<file path="src/rtl/av_pkg.sv">
// Shared constants for the video-locked audio engine: DAC mode codes,
// default widths and a ceiling-log2 helper for sizing the mixer.
package av_pkg;

   typedef enum int {
      DAC_PWM = 0,
      DAC_SD  = 1
   } dac_mode_e;

   localparam int AV_NUM_CH   = 4;
   localparam int AV_SAMPLE_W = 8;
   localparam int AV_DIV_W    = 10;
   localparam int AV_VOL_W    = 4;

   function automatic int av_clog2(input int n);
      int r;
      r = 0;
      while ((1 << r) < n) begin
         r = r + 1;
      end
      return r;
   endfunction

endpackage

</file>
<file path="src/rtl/audio_tone_ch.sv">
// One square-wave tone channel: half-period counter in line ticks, a phase
// bit, and the volume-scaled contribution that the phase gates onto the mix.
module audio_tone_ch
   import av_pkg::*;
#(
   parameter int SAMPLE_W = AV_SAMPLE_W,
   parameter int DIV_W    = AV_DIV_W,
   parameter int VOL_W    = AV_VOL_W
) (
   input  logic                clk_i,
   input  logic                rst_i,
   input  logic                strobe_i,
   input  logic                en_i,
   input  logic [DIV_W-1:0]    div_i,
   input  logic [VOL_W-1:0]    vol_i,
   output logic [SAMPLE_W-1:0] contrib_o
);

   logic [DIV_W-1:0] cnt_q;
   logic [DIV_W-1:0] cnt_d;
   logic             phase_q;
   logic             phase_d;
   logic             run;

   assign run = en_i && (div_i != '0);

   // A disabled or zero-period channel parks immediately, strobe or not;
   // >= lets a shrinking period take effect on the very next tick.
   always_comb begin
      cnt_d   = cnt_q;
      phase_d = phase_q;
      if (!run) begin
         cnt_d   = '0;
         phase_d = 1'b0;
      end else if (strobe_i) begin
         if (cnt_q >= (div_i - DIV_W'(1))) begin
            cnt_d   = '0;
            phase_d = ~phase_q;
         end else begin
            cnt_d   = cnt_q + DIV_W'(1);
         end
      end
   end

   always_ff @(posedge clk_i) begin
      if (rst_i) begin
         cnt_q   <= '0;
         phase_q <= 1'b0;
      end else begin
         cnt_q   <= cnt_d;
         phase_q <= phase_d;
      end
   end

   assign contrib_o = phase_q ? (SAMPLE_W'(vol_i) << (SAMPLE_W - VOL_W)) : '0;

endmodule

</file>
<file path="src/rtl/av_audio_engine.sv">
// Multi-channel square-wave synth locked to the VGA line rate: per-channel
// tone generators, saturating mixer, and a PWM or sigma-delta 1-bit DAC.
module av_audio_engine
   import av_pkg::*;
#(
   parameter int NUM_CH   = AV_NUM_CH,
   parameter int SAMPLE_W = AV_SAMPLE_W,
   parameter int DIV_W    = AV_DIV_W,
   parameter int VOL_W    = AV_VOL_W,
   parameter int DAC_MODE = DAC_PWM
) (
   input  logic                     clk,
   input  logic                     rst,
   input  logic                     line_strobe,
   input  logic [NUM_CH-1:0]        ch_en,
   input  logic [NUM_CH*DIV_W-1:0]  ch_div,
   input  logic [NUM_CH*VOL_W-1:0]  ch_vol,
   input  logic                     mute,
   output logic [SAMPLE_W-1:0]      sample_out,
   output logic                     sample_valid,
   output logic                     pwm_out
);

   localparam int MIX_W = SAMPLE_W + av_clog2(NUM_CH);

   function automatic logic [SAMPLE_W-1:0] sat_sample(input logic [MIX_W-1:0] x);
      if ((x >> SAMPLE_W) != '0) begin
         return '1;
      end
      return x[SAMPLE_W-1:0];
   endfunction

   logic [SAMPLE_W-1:0] contrib [NUM_CH];
   logic [MIX_W-1:0]    mix_sum;
   logic [SAMPLE_W-1:0] sample_q;
   logic [SAMPLE_W-1:0] sample_d;
   logic                vld_p1_q;
   logic                vld_p2_q;

   // Stage 0: channel state advances on the edge that samples line_strobe
   for (genvar k = 0; k < NUM_CH; k++) begin : g_ch
      audio_tone_ch #(
         .SAMPLE_W (SAMPLE_W),
         .DIV_W    (DIV_W),
         .VOL_W    (VOL_W)
      ) u_ch (
         .clk_i     (clk),
         .rst_i     (rst),
         .strobe_i  (line_strobe),
         .en_i      (ch_en[k]),
         .div_i     (ch_div[k*DIV_W +: DIV_W]),
         .vol_i     (ch_vol[k*VOL_W +: VOL_W]),
         .contrib_o (contrib[k])
      );
   end

   always_comb begin
      mix_sum = '0;
      for (int i = 0; i < NUM_CH; i++) begin
         mix_sum = mix_sum + MIX_W'(contrib[i]);
      end
   end

   // Stage 1: mix the freshly updated phases and register the sample
   always_comb begin
      sample_d = sample_q;
      if (vld_p1_q) begin
         sample_d = mute ? '0 : sat_sample(mix_sum);
      end
   end

   always_ff @(posedge clk) begin
      if (rst) begin
         vld_p1_q <= 1'b0;
         vld_p2_q <= 1'b0;
         sample_q <= '0;
      end else begin
         vld_p1_q <= line_strobe;
         vld_p2_q <= vld_p1_q;
         sample_q <= sample_d;
      end
   end

   assign sample_out   = sample_q;
   assign sample_valid = vld_p2_q;

   // Stage 2: 1-bit DAC running every clock from the held sample
   if (DAC_MODE == DAC_SD) begin : g_sd
      logic [SAMPLE_W:0] acc_q;
      logic [SAMPLE_W:0] acc_d;

      assign acc_d = {1'b0, acc_q[SAMPLE_W-1:0]} + {1'b0, sample_q};

      always_ff @(posedge clk) begin
         if (rst) begin
            acc_q <= '0;
         end else begin
            acc_q <= acc_d;
         end
      end

      assign pwm_out = acc_q[SAMPLE_W];
   end else begin : g_pwm
      logic [SAMPLE_W-1:0] pcnt_q;
      logic [SAMPLE_W-1:0] pcnt_d;
      logic [SAMPLE_W-1:0] duty_q;
      logic [SAMPLE_W-1:0] duty_d;
      logic                pwm_q;

      // Duty only reloads at the period start so a period is never split
      assign pcnt_d = pcnt_q + SAMPLE_W'(1);
      assign duty_d = (pcnt_q == '0) ? sample_q : duty_q;

      always_ff @(posedge clk) begin
         if (rst) begin
            pcnt_q <= '0;
            duty_q <= '0;
            pwm_q  <= 1'b0;
         end else begin
            pcnt_q <= pcnt_d;
            duty_q <= duty_d;
            pwm_q  <= (pcnt_q < duty_d);
         end
      end

      assign pwm_out = pwm_q;
   end

endmodule

</file>
<file path="config.mk">
export PLATFORM = sky130hd
export DESIGN_NAME = av_audio_engine
export DESIGN_NICKNAME = d
export VERILOG_FILES = /design/src/rtl/av_pkg.sv /design/src/rtl/audio_tone_ch.sv /design/src/rtl/av_audio_engine.sv
export SDC_FILE = /design/constraint.sdc
export NUM_CORES = 1
export LEC_CHECK = 0
export ABC_CLOCK_PERIOD_IN_PS = 4250
export CELL_PAD_IN_SITES_DETAIL_PLACEMENT = 0
export CELL_PAD_IN_SITES_GLOBAL_PLACEMENT = 1
export CORE_MARGIN = 5
export CORE_UTILIZATION = 41
export CTS_CLUSTER_SIZE = 10
export DETAILED_ROUTE_END_ITERATION = 8
export GPL_ROUTABILITY_DRIVEN = 0
export PLACE_DENSITY = 0.91
export SYNTH_ARGS = -nofsm -noshare
export SYNTH_HDL_FRONTEND = slang
export SYNTH_SLANG_ARGS = --single-unit
</file>
<file path="constraint.sdc">
create_clock -name clk -period 4.25 [get_ports clk]
set_input_delay 0.6375 -clock clk [delete_from_list [all_inputs] [get_ports clk]]
set_output_delay 0.6375 -clock clk [all_outputs]
set_load 0.02 [all_outputs]
</file>
==> impl_metrics.yaml, run 1 <==
sta:
  setup_viol: 0
  relSlewSlack: 0.575
  post-route-min-period_ps: 3580
  min_period_over_period: 0.842
  grt_setup_unrepaired: "false"
  final.setup.tns_ps: 0
  setup_ws_ps: 673
  finClkSkew_ps: 6.42
  worstMarginPinSlew_ps: 638
  max_freq_ghz: 0.280
  report.final.hold_viol_count: 0
  slew_violations: 0
synthesis:
  synth-xor-area-share: 0.114
  yosysSeqAreaShare: 0.276
  synth-seq-cells: 68
  synthAdderAreaFrac: 0.190
  synthSimpleGateAreaFrac: 0.243
  synth_area_um2: 4930
  synth_area_leaders: "dfxtp_1, ha_1, xor2_1"
  netlist.area_leader.share: 0.276
  synth-edff-count: 0
  async_flop_share: 0
  syn_area_per_cell_um2: 8.55
  synth_ff_type: "dfxtp_1"
  yosysUniqueCellTypes: 56
  yosysTopAreaCell: "dfxtp_1"
  syn-num-nets: 711
  synth_mux_area_frac: 0.0150
  yosysMostFrequentCell: "dfxtp_1"
  netlist_top_cells_count: "dfxtp_1, ha_1, nor2_1"
  synth_compound_area_frac: 0.122
  synthCells: 577
  synth_top_family_by_area: "simple AND/OR/NAND/NOR gates"
  ys.warnings.count: 0
setup_path:
  path_buf_inv: 2
  path_cells: "clkdlybuf4s50_1 > and2_1 > fa_1 > fa_1 > ha_1 > fa_1 > nor2b_1 > a31oi_1 > o311ai_0 > buf_4 > a21oi_1"
  crit_slowest_cell: "fa_1"
  cp_data_required_time_ps: 4460
  worstPathMaxFanout: 5
  critPathLaunchType: "primary input"
  path_delay_family: "adder cells"
  crit_path_frequent_cell: "fa_1"
  arrival_ps: 3790
  slowest_delay_ps: 530
  endpoint_kind: "flop"
  crit_type: "primary input to flop"
grt:
  grt_pass1_wl_mm: 19.0
  grt_max_degree: 21
  antenna_found_initial: 0
  grt_pass1_vias: 4286
  grtUsageTotal: 0.158
  gr-total-overflow: 0
cells_and_area:
  final_util: 0.517
  drive_gt1_frac: 0.0533
  synthToLayoutAreaGrowth_pct: 24.8
  final_nets: 786
  fillers: 1123
  antenna_cells: 0
pwr:
  ir_drop_mv: 0.189
  total_power_mw: 1.71
  comb_power_share: 0.122
  pwr_density_cell_nw_per_um2: 278
  pwr-share-seq: 0.382
  clkPwrFrac: 0.496
  swShare: 0.223
  p_sw_uw: 382
  intPower_mw: 1.33
  p_leak_nw: 2.51
die:
  chipHeight_um: 120
  die_area_um2: 14300
  coreArea_um2: 11900
  floorplan.initialDensity: 0.414
  io_pins: 74
  num_rows: 40
  die_x_um: 120
flow_run:
  max_cap_violations: 0
place:
  port-buffer-count: 73
  hpwl_mm: 8.97
  post-place-ws_ps: 304
detailed_routing:
  wl_per_cell_um: 13.7
  drtPass1Iterations: 4
  drc_errors: 0
  drtAntennaViolNets: 0
  viasPerCell: 5.32
  drt_wl_total_mm: 11.0
  vias: 4279
  drt-initial-drc-count: 172
clock_network:
  post_cts_resize_count: 0
  htree_levels: 3
  cts_buffers: 9
  cts.sinks: 68
  cts_root_buf: "clkbuf_16"
  cts_setup_buffers: 0
  insertion_delay_ps: 330
  cts_tree: "built"
  cts_buffer_depth: 2
  postCtsHoldBufs: 0
  path_clk_slew_ps: 60
run_status:
  outcome: "completed"
hold_path:
  hp-class: "flop to flop"
cells in the final DEF (no fill, tap or decap), types with 4 or more instances in the layout:
cell type and count:
clkdlybuf4s50_1 73, dfxtp_1 68, ha_1 62, nor2_1 52, nand2_1 44, a21oi_1 36
inv_1 35, nor3_1 34, xor2_1 33, xnor2_1 31, nand4_1 22, nand3_1 19
and2_1 12, o21ai_0 12, and3_1 11, nor2b_1 9, clkbuf_16 9, a31oi_1 8
fa_1 8, nand2b_1 6, nor4_1 5, a21o_1 5, buf_4 5, mux2i_1 4
o211ai_1 4
final timing paths:
check | start | to | slack, ps | depth (start not counted)
worst min register to register | g_pwm.pcnt_q[0]$_SDFF_PP0_ | g_pwm.pcnt_q[0]$_SDFF_PP0_ | 490 | 1
worst min-delay path | g_pwm.pcnt_q[0]$_SDFF_PP0_ | g_pwm.pcnt_q[0]$_SDFF_PP0_ | 490 | 1
worst max-delay path | ch_vol[1] | sample_out[6]$_SDFFE_PP0P_ | 670 | 11
worst max register to register | g_ch[1].u_ch.phase_q$_SDFFE_PP0P_ | sample_out[6]$_SDFFE_PP0P_ | 1030 | 10
logic make-up (layout without fill, tap and decap cells):
group                    Yosys count  after routing
XOR/XNOR                          64             64
adder cells (fa/ha/maj)           70             70
flip-flops                        68             68
multiplexers                       7              7
buffers and inverters             49            129
AND/OR/NAND/NOR                  234            234
AO/OA/AOI/OAI                     85             85
routing by layer:
metal / up-vias / wire length, um / global-route usage
li1: 2196 / - / -
met1: 1985 / 4910 / 0.191
met2: 85 / 5580 / 0.286
met3: 13 / 386 / 0.0306
met4: 0 / 139 / 0.0437
met5: - / 0 / 0
per-stage QoR:
stage	cells	instance area, um^2	hold WS [ps]
CTS	804	6150	486
global route	804	6150	512
finish	804	6150	486
global placement	788	5810	454
detailed placement	788	5810	474
floorplan	577	4930	437
sequential cells by signal (all words and copies together) (netlist names):
name               flops
vld_p1_q               1
sample_valid           1
g_ch.u_ch.cnt_q       40
pwm_out                1
g_ch.u_ch.phase_q      4
g_pwm.pcnt_q           8
sample_out             5
g_pwm.duty_q           8
final cells by class:
type,count,area (um^2),share of cell area
Multi-Input combinational cell,460,3370,0.547
Sequential cell,68,1360,0.221
Timing Repair Buffer,78,768,0.125
Clock buffer,10,229,0.0372
Tap cell,147,184,0.0299
Inverter,35,131,0.0213
Clock inverter,6,113,0.0183
power groups by stage:
stage	combinational (mW)	clock, mW	sequential, mW
final	0.208	0.849	0.655
after global routing	0.232	0.891	0.656
after CTS	0.210	0.864	0.655
after detailed placement	0.209	0	0.669
after global placement	0.202	0	0.668
after floorplan	0.105	0	0.668
worst reg2reg max path, stage by stage (launching register included):
cell	delay, ps
dfxtp_1	420
and2_1	180
fa_1	470
fa_1	500
ha_1	250
fa_1	450
nor2b_1	140
a31oi_1	100
o311ai_0	320
buf_4	200
a21oi_1	70
Note: power is estimated with default switching activity, not from simulation.
==> inputs of run 2 (changes only) <==
ABC_CLOCK_PERIOD_IN_PS = 3600   (was 4250)
clock period = 3.6 ns   (was 4.25 ns; I/O delays follow)
==> run 2 against run 1 <==
Die area is the same. Sequential cell count did not move. Wire length decreased by 1.0%. Highest routed layer unchanged. Non-clock buffer count is 11 higher. First-iteration DRC count up 8.1%. Global-route usage is 0.18 points higher.
==> impl_metrics.yaml, run 2 (synthesized netlist as in run 1, its figures left out) <==
clock_network:
  cts_buffer_depth: 2
  cts_setup_buffers: 0
  path_clk_slew_ps: 60
  cts_buffers: 9
  cts.sinks: 68
  cts_tree: "built"
  htree_levels: 3
  cts_root_buf: "clkbuf_16"
  insertion_delay_ps: 330
  post_cts_resize_count: 0
  postCtsHoldBufs: 0
sta:
  post-route-min-period_ps: 3320
  worstMarginPinSlew_ps: 671
  grt_setup_unrepaired: "false"
  setup_viol: 0
  relSlewSlack: 0.546
  report.final.hold_viol_count: 0
  max_freq_ghz: 0.302
  finClkSkew_ps: 6.77
  min_period_over_period: 0.921
  setup_ws_ps: 283
  slew_violations: 0
die:
  io_pins: 74
  chipHeight_um: 120
  die_x_um: 120
  num_rows: 40
  die_area_um2: 14300
  coreArea_um2: 11900
  floorplan.initialDensity: 0.414
cells_and_area:
  final_nets: 797
  final_cells: 814
  final_cell_mix: "clkdlybuf4s50_1, dfxtp_1, ha_1, nor2_1, nand2_1"
  antenna_cells: 0
  drive_gt1_frac: 0.0690
  synthToLayoutAreaGrowth_pct: 25.4
  top_register: "g_ch.u_ch.cnt_q"
  final_util: 0.519
  reg.largest.list: "g_ch.u_ch.cnt_q (40), g_pwm.duty_q (8), g_pwm.pcnt_q (8)"
  largest_reg_flops: 40
  final_common_cell: "clkdlybuf4s50_1"
place:
  dp.cells: 799
  post-place-ws_ps: -78.2
  hpwl_mm: 8.96
  port-buffer-count: 73
detailed_routing:
  drc_errors: 0
  drtPass1Iterations: 4
  viasPerCell: 5.27
  wl_per_cell_um: 13.4
  drt_wl_total_mm: 10.9
  drtAntennaViolNets: 0
  vias: 4286
  drt-initial-drc-count: 186
grt:
  gr-total-overflow: 0
  grt_pass1_vias: 4411
  grtUsageTotal: 0.160
  grt_max_degree: 25
  grtUsageMet2: 0.295
  grt_util_met3: 0.0335
  antenna_found_initial: 0
  busiest_layer: "met2"
  grt_pass1_wl_mm: 19.3
  met1_usage: 0.186
setup_path:
  cp_data_required_time_ps: 3850
  endpoint_kind: "flop"
  crit_type: "primary input to flop"
  critPathLaunchType: "primary input"
  worstPathMaxFanout: 7
  arrival_ps: 3570
run_status:
  outcome: "completed"
pwr:
  pwr_density_cell_nw_per_um2: 304
  p_leak_nw: 2.55
  ir_drop_mv: 0.182
hold_path:
  hp-class: "flop to flop"
flow_run:
  max_cap_violations: 0
-- run 2: changes by cell type in the layout (fill, tap and decap cells not counted) --
cell / previous run / this run
bufinv_16: 3 / 1
clkbuf_8: 0 / 1
clkinv_2: 1 / 3
buf_4: 5 / 16
clkinv_4: 2 / 0
clkbuf_1: 1 / 0
clkinvlp_4: 0 / 1
-- run 2: path summary, 6_finish.rpt --
kind | from | end | slack (ps) | cells past startpoint
worst max-delay path | ch_div[23] | g_ch[2].u_ch.cnt_q[2]$_SDFFE_PP0P_ | 280 | 12
worst min-delay path | g_pwm.pcnt_q[0]$_SDFF_PP0_ | g_pwm.pcnt_q[0]$_SDFF_PP0_ | 480 | 1
worst min register to register | g_pwm.pcnt_q[0]$_SDFF_PP0_ | g_pwm.pcnt_q[0]$_SDFF_PP0_ | 480 | 1
worst max register to register | g_ch[2].u_ch.phase_q$_SDFFE_PP0P_ | sample_out[4]$_SDFFE_PP0P_ | 520 | 10
-- run 2: per-layer routing --
metal / vias up / wire length, um
met5: - / 0
met4: 0 / 40
met3: 4 / 352
li1: 2217 / -
met2: 71 / 5770
met1: 1994 / 4740
-- run 2: per-stage QoR --
stage          area (um^2)  TNS, ps  hold WS, ps  power, mW
3_3_place_gp          5900        0          454       1.03
6_report              6190        0          478       1.88
3_5_place_dp          5900     -486          474       1.04
5_1_grt               6190        0          512       1.97
2_1_floorplan         4930        0          437      0.913
4_1_cts               6190        0          487       1.91
-- run 2: area by class of cell --
cell class	count	area, um^2
tap	147	184
timing repair buffer	89	851
clock inverter	5	52.6
inverter	35	131
sequential	68	1360
fill	1124	5720
clock buffer	10	239
multi-input combinational	460	3370
-- run 2: critical path, stage by stage --
cell and delay (ps):
clkdlybuf4s50_1 410, or3_1 400, nor3_1 270, nand2b_1 120, nor4_1 270, xnor2_1 160
ha_1 270, and4_1 190, and3_1 200, a221oi_4 400, nand4b_1 150, a31oi_1 190
-- run 2: report_power, final --
part | switching [mW] | total (mW) | internal, mW
Combinational | 0.114 | 0.247 | 0.132
Clock | 0.312 | 0.859 | 0.547
Sequential | 0.0103 | 0.773 | 0.762
Total | 0.437 | 1.88 | 1.44
